$ cat config.mk
export PLATFORM = sky130hd
export DESIGN_NAME = dtc_rr_sched
export DESIGN_NICKNAME = d
export VERILOG_FILES = /design/src/rtl/dtc_rr_sched.sv
export SDC_FILE = /design/constraint.sdc
export NUM_CORES = 1
export LEC_CHECK = 0
export BUFFER_PORTS_ARGS = -buffer_cell sky130_fd_sc_hd__buf_2
export CORE_ASPECT_RATIO = 1.75
export CORE_UTILIZATION = 35
export CTS_BUF_LIST = sky130_fd_sc_hd__clkbuf_2 sky130_fd_sc_hd__clkbuf_4 sky130_fd_sc_hd__clkbuf_8
export DETAILED_ROUTE_END_ITERATION = 16
export HOLD_SLACK_MARGIN = 0.08
export PLACE_DENSITY_LB_ADDON = 0.2
export SETUP_SLACK_MARGIN = 0.4
export SLEW_MARGIN = 5
export SYNTH_ARGS = -nofsm -noshare
export SYNTH_HDL_FRONTEND = slang
export SYNTH_SLANG_ARGS = --single-unit
$ cat constraint.sdc
create_clock -name clk -period 2.5 [get_ports clk]
set_input_delay 0.375 -clock clk [delete_from_list [all_inputs] [get_ports clk]]
set_output_delay 0.375 -clock clk [all_outputs]
set_load 0.01 [all_outputs]
$ cat src/rtl/dtc_rr_sched.sv
// Round-robin front end that time-shares one combinational decision-tree classifier
// among N_REQ requesters and returns each result with its requester ID.
module dtc_rr_sched #(
  parameter int N_REQ = 4,
  parameter int IN_W  = 7,
  parameter int OUT_W = 10,
  parameter int ID_W  = 2,
  parameter int CNT_W = 16
) (
  input  logic                  clk,
  input  logic                  rst,
  input  logic [N_REQ-1:0]      req_valid,
  input  logic [N_REQ*IN_W-1:0] req_data,
  output logic [N_REQ-1:0]      req_ready,
  output logic [IN_W-1:0]       clf_inp,
  input  logic [OUT_W-1:0]      clf_outp,
  output logic                  rsp_valid,
  input  logic                  rsp_ready,
  output logic [OUT_W-1:0]      rsp_data,
  output logic [ID_W-1:0]       rsp_id,
  output logic                  busy,
  output logic [CNT_W-1:0]      done_cnt
);

  typedef enum logic [1:0] {IDLE, EVAL, RESP} state_t;

  state_t          state, state_next;
  logic [ID_W-1:0] ptr, id_q, winner, ptr_next, idx;
  logic            found, grant_en;
  logic [IN_W-1:0] feat [N_REQ];

  generate
    for (genvar gi = 0; gi < N_REQ; gi++) begin : g_req
      assign feat[gi]      = req_data[gi*IN_W +: IN_W];
      assign req_ready[gi] = grant_en && (int'(winner) == gi);
    end
  endgenerate

  // First valid requester at or above ptr, wrapping modulo N_REQ.
  always_comb begin
    found  = 1'b0;
    winner = '0;
    idx    = '0;
    for (int k = 0; k < N_REQ; k++) begin
      idx = ID_W'((int'(ptr) + k) % N_REQ);
      if (!found && req_valid[idx]) begin
        found  = 1'b1;
        winner = idx;
      end
    end
  end

  assign ptr_next  = ID_W'((int'(winner) + 1) % N_REQ);
  assign grant_en  = !rst && found &&
                     ((state == IDLE) || ((state == RESP) && rsp_ready));
  assign rsp_valid = (state == RESP);
  assign busy      = (state != IDLE);

  always_comb begin
    state_next = state;
    case (state)
      IDLE:    if (grant_en) state_next = EVAL;
      EVAL:    state_next = RESP;
      RESP:    if (rsp_ready) state_next = grant_en ? EVAL : IDLE;
      default: state_next = IDLE;
    endcase
  end

  always_ff @(posedge clk or posedge rst) begin
    if (rst) begin
      state    <= IDLE;
      ptr      <= '0;
      id_q     <= '0;
      clf_inp  <= '0;
      rsp_data <= '0;
      rsp_id   <= '0;
      done_cnt <= '0;
    end else begin
      state <= state_next;
      if (grant_en) begin
        clf_inp <= feat[winner];
        id_q    <= winner;
        ptr     <= ptr_next;
      end
      // clf_inp has been stable for the whole EVAL cycle, so the result is settled.
      if (state == EVAL) begin
        rsp_data <= clf_outp;
        rsp_id   <= id_q;
      end
      if ((state == RESP) && rsp_ready)
        done_cnt <= done_cnt + 1'b1;
    end
  end

endmodule

==> metrics.txt <==
status=finished clean; # fillers=547; Synth top area share=50.2%; sequential area share after synthesis=50.2%; Congestion Overflow GR=0; Setup TNS=0 ps; vias in the first global route=1629; clk_lat worst skew=290 ps; Post-Syn Instances=175; CP Cell Sequence=mux2i_4 -> o2bb2ai_4 -> nor2_4 -> inv_2 -> ha_2 -> and2_1 -> buf_2; Yosys top cell by area=dfrtp_1; top cells by count, synth=dfrtp_1, nand2_1, mux2_2, xnor2_1, nand3_1; final wirelength=4660 um; clock sink count=41; CP Max Fanout=6; die width=59.7 um; row cnt=36; port bufs=85; leakage power=1.41 nW; peak supply drop=0.415 mV; Reg clk slew, reported paths=80 ps; pwr dens=937 nW/um^2; I/O pin total=86; final worst slack=335 ps; crit share post-route=86.6%; min-delay worst type=input port to asynchronous set/reset pin; clock tree from TritonCTS=yes; first-pass GRT wire length=7330 um; Storage cell area=1030 sq um; DRC violations left=0; Mapped Nets=225; post-route ant nets=0; clock period minus worst slack=2160 ps; setup violators final=0; worst path bufs/invs=2; data required time of the worst path=2120 ps; Mapped Area=2040 sq um; initial antenna violation count=0; clock buffer count from CTS=5; die area=6160 sq um; Fmax achieved=462 MHz; Top delay family on crit path=flip-flops; First-pass DRT Iterations=4; number of antenna diodes=0; Vias per Instance=4.80; Post-synth ARST share=100%; footprint of the multi-input gates=1020 sq um; initial core utilization=36.6%; fraction of layout cells with a size suffix above 1=50.4%; Hold-fix buffers, CTS=0; total track usage=15.9%; top-count cell post-synth=dfrtp_1; top cells by area, synth=dfrtp_1, mux2_2, xnor2_1; DR vias=1680; Primary FF master, synth=dfrtp_1; CP Capture Type=output port; slew margin rel.=36.1%; Clock Root Buffer=clkbuf_8; count of final hold-check violations=0; DR WL/cell=13.3 um; Post-Place Worst Slack=316 ps; class of the most critical setup path=flip-flop to output port; largest net degree at the start of global routing=28; RSZ-0062 raised after global routing=yes; mean area per synthesized cell=11.7 sq um; Critical Path AT=1790 ps; Vert. Die Dim=103 um; clk_skew=11.6 ps; Worst path max stage delay=470 ps; Synth cell types=38; Startpoint Class=flip-flop; Area Overhead vs Synth=35.8%; Core ar.=5590 sq um; H-tree depth=2; Slew @ Worst Pin=953 ps; clock buffer depth=2; CP max-delay cell=dfrtp_2; YS warnings=0; pins over their slew limit=0; Seq cells post-synth=41; Final HPWL DP=3510 um; final net count=323; EDFF count, synth=0; RePlAce Congestion=0.795; max cap viols=0; Initial DRC Count=36
==> layout by cell type, fill, tap and decap left out, drive strengths merged, types with 4 or more instances in the layout <==
cell    netlist  routed
buf           1      94
nand2        14      14
clkbuf        2       7
inv           5       4
nor2          7       7
xnor2        11      11
o21ai         7       7
dfrtp        41      41
and3          4       4
and2          4       4
ha            5       5
mux2         20      20
a21oi         9       9
xor2          4       4
a221o         7       7
nand3        10      10
==> area by class of cell <==
| type | instances | area share, % |
|---|---|---|
| timing repair buffer | 94 | 17.8 |
| inverter | 5 | 0.677 |
| clock inverter | 1 | 1.08 |
| tap | 76 | 3.43 |
| multi-input combinational | 126 | 36.7 |
| sequential | 41 | 37.1 |
| clock buffer | 7 | 3.25 |
==> routing by layer <==
layer	track usage (%)	up-vias	part of all wire [%]
met3	3.01	6	3.8
li1	-	825	-
met1	17.4	796	40
met5	0	-	0
met4	6.44	0	1.5
met2	29.0	53	55
==> logic make-up after synthesis <==
group / after synthesis / share of synthesized area [%]
adders and majority gates: 5 / 3.06
DFF: 41 / 50.2
and+or+nand+nor: 53 / 13.5
xor gates and xnor gates: 15 / 6.43
AOI/OAI and AO/OA: 32 / 12.7
buffers and inverters: 8 / 1.47
muxes: 21 / 12.6
==> metrics by stage <==
stage	hold WS (ps)	power (W)	utilization, %	instance area (sq um)	std cells
6_report	195	0.00260	49.6	2770	350
4_1_cts	209	0.00263	49.6	2770	350
3_3_place_gp	458	0.00194	45.9	2570	335
2_1_floorplan	443	0.00161	-	2040	175
3_5_place_dp	463	0.00196	45.9	2570	335
5_1_grt	254	0.00279	49.6	2770	350
==> state kept, by name (all words and copies together) (netlist names) <==
| register | flops |
|---|---|
| clf_inp | 7 |
| state | 2 |
| rsp_data | 10 |
| rsp_id | 2 |
| done_cnt | 16 |
| ptr | 2 |
| id_q | 2 |
==> where the power goes <==
part           internal, W  total [W]  switching, W
registers         0.000876    0.00103      0.000156
clock network     0.000336   0.000552      0.000215
logic             0.000533    0.00101      0.000481
total              0.00175    0.00260      0.000853
==> worst reg2reg max path: cells and delay by family (launching register included) <==
family                 cells  cell delay, ps
AO/OA/AOI/OAI              2             440
flip-flops                 1             470
buffers and inverters      1             220
multiplexers               2             570
AND/OR/NAND/NOR            1             180
==> repair_timing <==
item | CTS | global route
cloned | 0 | 0
endpoints found under the setup margin | 4 | 4
pin swaps | 4 | 3
setup buffers | 7 | 0
gates resized for setup | 10 | 1
==> final timing paths <==
kind	from	end	slack, ps	cells past startpoint
min in group clk	clf_outp[2]	rsp_data[2]	320	2
worst max register to register	ptr[1]	clf_inp[6]	510	6
worst max-delay path	ptr[1]	req_ready[2]	340	7
worst min-delay path	rst	done_cnt[9]	190	2
max in group asynchronous	rst	done_cnt[5]	1640	3
worst min register to register	done_cnt[15]	done_cnt[15]	470	1
(Power assumes the default switching activity.)
